==> config.mk <==
export PLATFORM = sky130hd
export DESIGN_NAME = jtpang_eeprom
export DESIGN_NICKNAME = d
export VERILOG_FILES = /design/src/rtl/jtpang_eeprom_pkg.sv /design/src/rtl/jtpang_eeprom_mem.sv /design/src/rtl/jtpang_eeprom.sv
export SDC_FILE = /design/constraint.sdc
export NUM_CORES = 2
export LEC_CHECK = 0
export BUFFER_PORTS_ARGS = -buffer_cell sky130_fd_sc_hd__buf_4
export CAP_MARGIN = 20
export CORE_ASPECT_RATIO = 0.7
export CORE_MARGIN = 2
export CORE_UTILIZATION = 25
export DETAILED_ROUTE_END_ITERATION = 8
export PLACE_DENSITY = 0.47
export SLEW_MARGIN = 10
export SYNTH_ARGS = -nofsm -noshare
export SYNTH_HDL_FRONTEND = slang
export SYNTH_SLANG_ARGS = --single-unit
==> constraint.sdc <==
create_clock -name clk -period 6.15 [get_ports clk]
set_clock_uncertainty 0.2 [all_clocks]
set_input_delay 0.3075 -clock clk [delete_from_list [all_inputs] [get_ports clk]]
set_output_delay 0.3075 -clock clk [all_outputs]
set_load 0.05 [all_outputs]
==> src/rtl/jtpang_eeprom_pkg.sv <==
// jtpang_eeprom_pkg
//   Shared definitions for the Pang!/SPANG 93C46-type serial EEPROM model:
//   serial opcodes, extended sub-codes (carried in the two address MSBs),
//   serial engine state encoding and pending program-op encoding.
package jtpang_eeprom_pkg;

    // Opcode: the two bits following the start bit
    localparam logic [1:0] OP_READ  = 2'b10;
    localparam logic [1:0] OP_WRITE = 2'b01;
    localparam logic [1:0] OP_ERASE = 2'b11;
    localparam logic [1:0] OP_EXT   = 2'b00;

    // Extended sub-codes: address bits [AW-1:AW-2] when opcode is OP_EXT
    localparam logic [1:0] EXT_EWEN = 2'b11;
    localparam logic [1:0] EXT_EWDS = 2'b00;
    localparam logic [1:0] EXT_ERAL = 2'b10;
    localparam logic [1:0] EXT_WRAL = 2'b01;

    typedef enum logic [2:0] {
        ST_IDLE,
        ST_CMD,
        ST_RD,
        ST_WR,
        ST_DONE
    } state_t;

    // Program operation waiting for the cs falling edge
    typedef enum logic [2:0] {
        PEND_NONE,
        PEND_WRITE,
        PEND_ERASE,
        PEND_ERAL,
        PEND_WRAL
    } pend_t;

endpackage

==> src/rtl/jtpang_eeprom_mem.sv <==
// jtpang_eeprom_mem
//   64x16 true dual-port storage, no reset (contents survive rst).
//   Port A (word): addr_a/we_a/din_a, dout_a registered (1 clk).
//   Port B (byte): addr_b[AW:1] word, addr_b[0]=1 selects the MSB lane;
//                  we_b/din_b, dout_b registered (1 clk).
//   Same-word same-clk writes on both ports: port B wins.
module jtpang_eeprom_mem #(
    parameter int unsigned AW = 6,
    parameter int unsigned DW = 16
) (
    input  logic          clk,
    input  logic [AW-1:0] addr_a,
    input  logic          we_a,
    input  logic [DW-1:0] din_a,
    output logic [DW-1:0] dout_a,
    input  logic [AW:0]   addr_b,
    input  logic          we_b,
    input  logic [7:0]    din_b,
    output logic [7:0]    dout_b
);
    import jtpang_eeprom_pkg::*;

    logic [DW-1:0] mem_q [2**AW];

    always_ff @(posedge clk) begin
        if (we_a) mem_q[addr_a] <= din_a;
        // Port B assignment comes last so it overrides a port A write to the same word
        if (we_b) begin
            if (addr_b[0]) mem_q[addr_b[AW:1]][15:8] <= din_b;
            else           mem_q[addr_b[AW:1]][7:0]  <= din_b;
        end
        dout_a <= mem_q[addr_a];
        dout_b <= addr_b[0] ? mem_q[addr_b[AW:1]][15:8] : mem_q[addr_b[AW:1]][7:0];
    end

endmodule

==> src/rtl/jtpang_eeprom.sv <==
// jtpang_eeprom
//   Device side of the 93C46-type serial EEPROM (64 x 16) used by Pang!/SPANG.
//   Ports:
//     rst (async, active-high), clk
//     cs, sclk, sdi  : CPU bit-banged serial lines (already clk-domain latches)
//     sdo            : serial data out / ready-busy status
//     dump_addr/din/we/dout : byte access for NVRAM dump/restore, 1 clk read latency
//   Optional: define JTPANG_EEPROM_BUSY_EN to hold busy for BUSY_CYCLES clk after
//   each committed program op (sdo=0 while polled, start bits ignored).
module jtpang_eeprom #(
    parameter int unsigned AW          = 6,
    parameter int unsigned DW          = 16,
    parameter int unsigned BUSY_CYCLES = 4096
) (
    input  logic        rst,
    input  logic        clk,
    input  logic        cs,
    input  logic        sclk,
    input  logic        sdi,
    output logic        sdo,
    input  logic [AW:0] dump_addr,
    input  logic [7:0]  dump_din,
    input  logic        dump_we,
    output logic [7:0]  dump_dout
);
    import jtpang_eeprom_pkg::*;

    localparam int unsigned BUSY_W = $clog2(BUSY_CYCLES + 1);
    localparam logic [4:0]  CMD_LAST  = 5'(AW + 1);
    localparam logic [4:0]  DATA_LAST = 5'(DW - 1);

    state_t        state_q, state_d;
    pend_t         pend_q, pend_d;
    logic [4:0]    cnt_q, cnt_d;
    logic [AW:0]   cmd_q, cmd_d;
    logic [DW-1:0] data_q, data_d;
    logic [DW-1:0] rd_q, rd_d;
    logic [AW-1:0] addr_q, addr_d;
    logic          sdo_q, sdo_d;
    logic          wen_q, wen_d;
    logic          load_q, load_d;
    logic          sclk_l_q, cs_l_q;
    logic          fill_q, fill_d;
    logic [AW-1:0] fill_addr_q, fill_addr_d;
    logic [DW-1:0] fill_data_q, fill_data_d;
    logic [BUSY_W-1:0] busy_cnt_q, busy_cnt_d;

    logic          busy, commit, sclk_rise;
    logic [AW+1:0] word;
    logic [AW-1:0] addr_a;
    logic          we_a;
    logic [DW-1:0] din_a, dout_a;

    assign busy      = |busy_cnt_q;
    assign sclk_rise = sclk & ~sclk_l_q;
    assign word      = {cmd_q, sdi};
    assign sdo       = sdo_q;

    jtpang_eeprom_mem #(.AW(AW), .DW(DW)) u_mem (
        .clk    (clk),
        .addr_a (addr_a),
        .we_a   (we_a),
        .din_a  (din_a),
        .dout_a (dout_a),
        .addr_b (dump_addr),
        .we_b   (dump_we),
        .din_b  (dump_din),
        .dout_b (dump_dout)
    );

    always_comb begin
        state_d     = state_q;
        pend_d      = pend_q;
        cnt_d       = cnt_q;
        cmd_d       = cmd_q;
        data_d      = data_q;
        rd_d        = rd_q;
        addr_d      = addr_q;
        sdo_d       = sdo_q;
        wen_d       = wen_q;
        load_d      = 1'b0;
        fill_d      = fill_q;
        fill_addr_d = fill_addr_q;
        fill_data_d = fill_data_q;
        addr_a      = addr_q;
        we_a        = 1'b0;
        din_a       = data_q;
        commit      = !cs && cs_l_q && state_q == ST_DONE && wen_q && pend_q != PEND_NONE;

        if (!cs) begin
            state_d = ST_IDLE;
            pend_d  = PEND_NONE;
            cnt_d   = '0;
            sdo_d   = ~busy;
            if (commit) begin
                case (pend_q)
                    PEND_WRITE: we_a = 1'b1;
                    PEND_ERASE: begin we_a = 1'b1; din_a = '1; end
                    PEND_ERAL:  begin fill_d = 1'b1; fill_addr_d = '0; fill_data_d = '1; end
                    PEND_WRAL:  begin fill_d = 1'b1; fill_addr_d = '0; fill_data_d = data_q; end
                    default: ;
                endcase
            end
        end else begin
            if (state_q == ST_IDLE) sdo_d = ~busy;
            if (sclk_rise) begin
                case (state_q)
                    ST_IDLE: begin
                        // start bit; held off while busy or while the fill sequencer runs
                        if (sdi && !busy && !fill_q) begin
                            state_d = ST_CMD;
                            cnt_d   = '0;
                        end
                    end
                    ST_CMD: begin
                        cmd_d = word[AW:0];
                        cnt_d = cnt_q + 5'd1;
                        if (cnt_q == CMD_LAST) begin
                            addr_d = word[AW-1:0];
                            cnt_d  = '0;
                            case (word[AW+1:AW])
                                OP_READ: begin
                                    state_d = ST_RD;
                                    sdo_d   = 1'b0;
                                    // fetch straight from the decoded address so the
                                    // word is loaded before the first data edge
                                    addr_a  = word[AW-1:0];
                                    load_d  = 1'b1;
                                end
                                OP_WRITE: begin state_d = ST_WR;   pend_d = PEND_WRITE; end
                                OP_ERASE: begin state_d = ST_DONE; pend_d = PEND_ERASE; end
                                default: begin
                                    case (word[AW-1:AW-2])
                                        EXT_EWEN: begin state_d = ST_DONE; wen_d = 1'b1; end
                                        EXT_EWDS: begin state_d = ST_DONE; wen_d = 1'b0; end
                                        EXT_ERAL: begin state_d = ST_DONE; pend_d = PEND_ERAL; end
                                        default:  begin state_d = ST_WR;   pend_d = PEND_WRAL; end
                                    endcase
                                end
                            endcase
                        end
                    end
                    ST_RD: begin
                        sdo_d = rd_q[DW-1];
                        rd_d  = {rd_q[DW-2:0], 1'b0};
                        cnt_d = cnt_q + 5'd1;
                        if (cnt_q == DATA_LAST) begin
                            cnt_d  = '0;
                            addr_d = addr_q + AW'(1);
                            addr_a = addr_q + AW'(1);
                            load_d = 1'b1;
                        end
                    end
                    ST_WR: begin
                        data_d = {data_q[DW-2:0], sdi};
                        cnt_d  = cnt_q + 5'd1;
                        if (cnt_q == DATA_LAST) state_d = ST_DONE;
                    end
                    default: ;
                endcase
            end
        end

        if (load_q) rd_d = dout_a;

        if (fill_q) begin
            we_a        = 1'b1;
            addr_a      = fill_addr_q;
            din_a       = fill_data_q;
            fill_addr_d = fill_addr_q + AW'(1);
            if (fill_addr_q == '1) fill_d = 1'b0;
        end

`ifdef JTPANG_EEPROM_BUSY_EN
        busy_cnt_d = busy ? busy_cnt_q - BUSY_W'(1) : '0;
        if (commit) busy_cnt_d = BUSY_W'(BUSY_CYCLES);
`else
        busy_cnt_d = '0;
`endif
    end

    always_ff @(posedge clk or posedge rst) begin
        if (rst) begin
            state_q     <= ST_IDLE;
            pend_q      <= PEND_NONE;
            cnt_q       <= '0;
            cmd_q       <= '0;
            data_q      <= '0;
            rd_q        <= '0;
            addr_q      <= '0;
            sdo_q       <= 1'b1;
            wen_q       <= 1'b0;
            load_q      <= 1'b0;
            sclk_l_q    <= 1'b0;
            cs_l_q      <= 1'b0;
            fill_q      <= 1'b0;
            fill_addr_q <= '0;
            fill_data_q <= '0;
            busy_cnt_q  <= '0;
        end else begin
            state_q     <= state_d;
            pend_q      <= pend_d;
            cnt_q       <= cnt_d;
            cmd_q       <= cmd_d;
            data_q      <= data_d;
            rd_q        <= rd_d;
            addr_q      <= addr_d;
            sdo_q       <= sdo_d;
            wen_q       <= wen_d;
            load_q      <= load_d;
            sclk_l_q    <= sclk;
            cs_l_q      <= cs;
            fill_q      <= fill_d;
            fill_addr_q <= fill_addr_d;
            fill_data_q <= fill_data_d;
            busy_cnt_q  <= busy_cnt_d;
        end
    end

endmodule

==> qor.txt <==
Status: finished, violations left
Failing checks: hold timing
Dominant synthesized flop cell: edfxtp_1
Fmax: 0.1796 GHz
Area leader, netlist: edfxtp_1
Critical Path Most Common Cell: ha_1
Setup TNS: 0 ps
Die X: 605.2 µm
Seq cells post-synth: 1,132
Static Leak: 21.14 nW
VDD IR-drop max: 223.5 µV
Fin crit share: 90.53%
Critical path type: flip-flop to flip-flop
Max Cap Viol: 0
Power Density: 288.5 nW/µm²
1st-iter DRT viols: 11,310
Clock period minus worst slack: 5568 ps
WL/cell: 34.31 µm
Clk slew on worst S/H paths: 60 ps
Final setup fails: 0
Mapped Area: 63,250 µm²
Final hold vios: 5
R2r startpoint: cnt_q[0]
CP max stage cell: buf_4
Crit. Startpoint: cnt_q[0]
I/O pins: 30
Post-synth EDFFs: 1,024
Post-synth ARST share: 7.420%
Number of global-route vias before repair: 53,050
Initial Util: 25.13%
Worst-Skew Late Latency: 780 ps
Layout cells sized above 1: 12.77%
TritonCTS buffer count: 116
Root buffer cell: clkbuf_16
Max stage delay on crit path: 740 ps
Core area: 251,600 µm²
Post-route DRC violation count: 0
Bufs and invs on worst path: 1
Seq/Total Area, Yosys: 52.70%
Worst Max-Slew Pin Slew: 1172 ps
Pin count of the biggest net entering global routing: 95
Die Span Y: 424.8 µm
Crit Path Max Fanout: 43
Worst R2R End: u_mem.dout_a[5]
Global placer's final weighted congestion: 0.9977
TritonCTS clock tree: done
Syn Inst Count: 6,452
Die area: 257,100 µm²
Post-CTS Resized: 0
Worst hold margin: -23.05 ps
Final Max Tran Viols: 0
Nature of the critical path endpoint: flip-flop
Critical path's top delay family: compound AO/OA/AOI/OAI gates
Top-area cell type share of the netlist area: 48.62%
Worst-case clock buffer depth: 3
Rows: 154
Syn_nets: 6,487
Cells along the critical path: ha_1 > and3_1 > ha_1 > mux2_2 > nand2_1 > a21o_1 > and3_4 > buf_4 > a32oi_1 > o21ai_0 > o211ai_1 > or4_1
CP required: 6580 ps
FF-to-FF path depth: 12
HP Class: primary input to flip-flop
DR vias: 59,570
Worst path arrival time: 6000 ps
Dominant cells by area after synthesis: edfxtp_1 49%, o21ai_0 9.6%, nand2_1 7.5%
Slew HR: 19.63%
Detailed Route WL: 334,400 µm
RSZ-0062 raised after global routing: false
DRT antenna net count: 0
Commonest non-fill, non-tap cell in the layout: nand2_1
Number of synthesis warnings: 0
Mean Syn Cell Area: 9.803 µm²
Commonest cells after routing, fill and taps aside: 1,264 x nand2_1, 1,209 x o21ai_0, 1,024 x edfxtp_1
Grt total ovfl: 0
Synthesis-to-finish area growth: 14.81%
Port Buf Inserts: 29
Total power: 20.95 mW
Clock sink count: 1,132
DR pass1 iterations: 9
First-pass GRT wire length: 454,500 µm
Critical path depth: 12
Vias per inst: 6.111
Reg-to-reg slack, setup: 580 ps
Total track usage: 25.04%
CTS H-tree lvls: 3
Initial antenna violation count: 22
Critical Path Sink: u_mem.dout_a[5]
Nets: 6,323
Worst setup SP type: flip-flop
Post-DP HPWL: 218,900 µm
Synth cell types: 92
-- report_power, final --
group | internal, mW | leakage [nW] | total, mW | switching (mW)
registers | 8.38 | 8.37 | 8.46 | 0.0845
clock network | 4.25 | 1.91 | 7.73 | 3.48
logic | 1.31 | 10.9 | 4.75 | 3.45
-- state kept, by name, summed over array words and instances, names as in the netlist, 3 cells and up --
register      flops
fill_addr_q       6
cmd_q             7
data_q           16
addr_q            6
u_mem.dout_b      8
cnt_q             5
state_q           3
u_mem.mem_q    1024
rd_q             16
u_mem.dout_a     16
fill_data_q      16
pend_q            3
-- area by class of cell --
class | instances | area, µm²
Fill cell | 26090 | 179000
Sequential cell | 1132 | 33330
Multi-Input combinational cell | 4584 | 27330
Tap cell | 3354 | 4197
Timing Repair Buffer | 434 | 3760
Clock buffer | 157 | 3221
Clock inverter | 61 | 683.2
Inverter | 20 | 77.57
Antenna cell | 5 | 12.51
-- cells in the mapped netlist, drive strengths merged (7+ instances only) --
cell	count
nand2	1267
o21ai	1220
edfxtp	1024
clkbuf	549
a22oi	445
nor2	202
o22ai	183
mux2i	181
buf	167
a31oi	130
a221oi	129
a22o	110
nand4	106
a21oi	93
mux2	85
dfrtp	83
nand3	63
mux4	40
a211oi	34
o211ai	32
nor3	27
dfxtp	24
and3	20
inv	19
ha	14
nand2b	12
o211a	12
o2bb2ai	12
a222oi	10
nor2b	9
a221o	8
a32oi	8
o21a	8
a41o	7
nor3b	7
o221ai	7
o22a	7
or4	7
xnor2	7
-- cells by family (layout without fill, tap and decap cells) --
family          count (synthesis)  in the layout  share of synthesized area (%)
compound gates               2505           2505                          24.80
simple gates                 1750           1750                          11.50
flops                        1132           1132                          52.70
buf+inv                       736            672                          4.791
mux                           306            306                          5.802
fa+ha+maj                      14             14                         0.2770
xor+xnor                        9              9                         0.1246
other cells                     0              5                              0
-- worst reg2reg max path, stage by stage (launching register included) --
cell and delay (ps):
dfrtp_1 390, ha_1 220, and3_1 230, ha_1 370, mux2_2 380, nand2_1 60
a21o_1 460, and3_4 530, buf_4 750, a32oi_1 290, o21ai_0 690, o211ai_1 260
or4_1 590
-- per-stage QoR --
step                hold slack, ps  utilization, %  instance area, µm²  setup slack, ps  cells
finish                      -23.05           28.86               72620            582.5   9747
global route                 22.03           28.85               72600            529.9   9742
CTS                          8.263           28.75               72360            808.1   9715
detailed placement           100.6           27.17               68380            846.4   9490
global placement             99.36           27.12               68250            494.8   9477
floorplan                    138.9               -               63250             1866   6452
-- what timing repair did --
action | CTS | global route
setup buffers | 0 | 0
hold buffers | 7 | 0
endpoints found under the hold margin | 105 | 0
-- per-layer routing --
layer,share of wire [%],up-vias,global-route usage [%]
met2,38,5212,32.61
met5,0.046,-,0
li1,-,24250,-
met1,42,29320,36.06
met3,17,758,11.52
met4,3.5,26,7.515
-- how the worst min path moves through the flow --
stage	from	to	slack, ps	cells after the start
6_report	dump_din[2]	u_mem.mem_q[2][10]	-20	3
5_1_grt	dump_din[2]	u_mem.mem_q[1][10]	20	3
4_1_cts	dump_din[5]	u_mem.mem_q[4][13]	8	3
3_5_place_dp	rst	addr_q[0]	100	2
3_3_place_gp	rst	addr_q[0]	100	2
2_1_floorplan	cs	cs_l_q	140	0
Note: power is estimated with default switching activity, not from simulation.
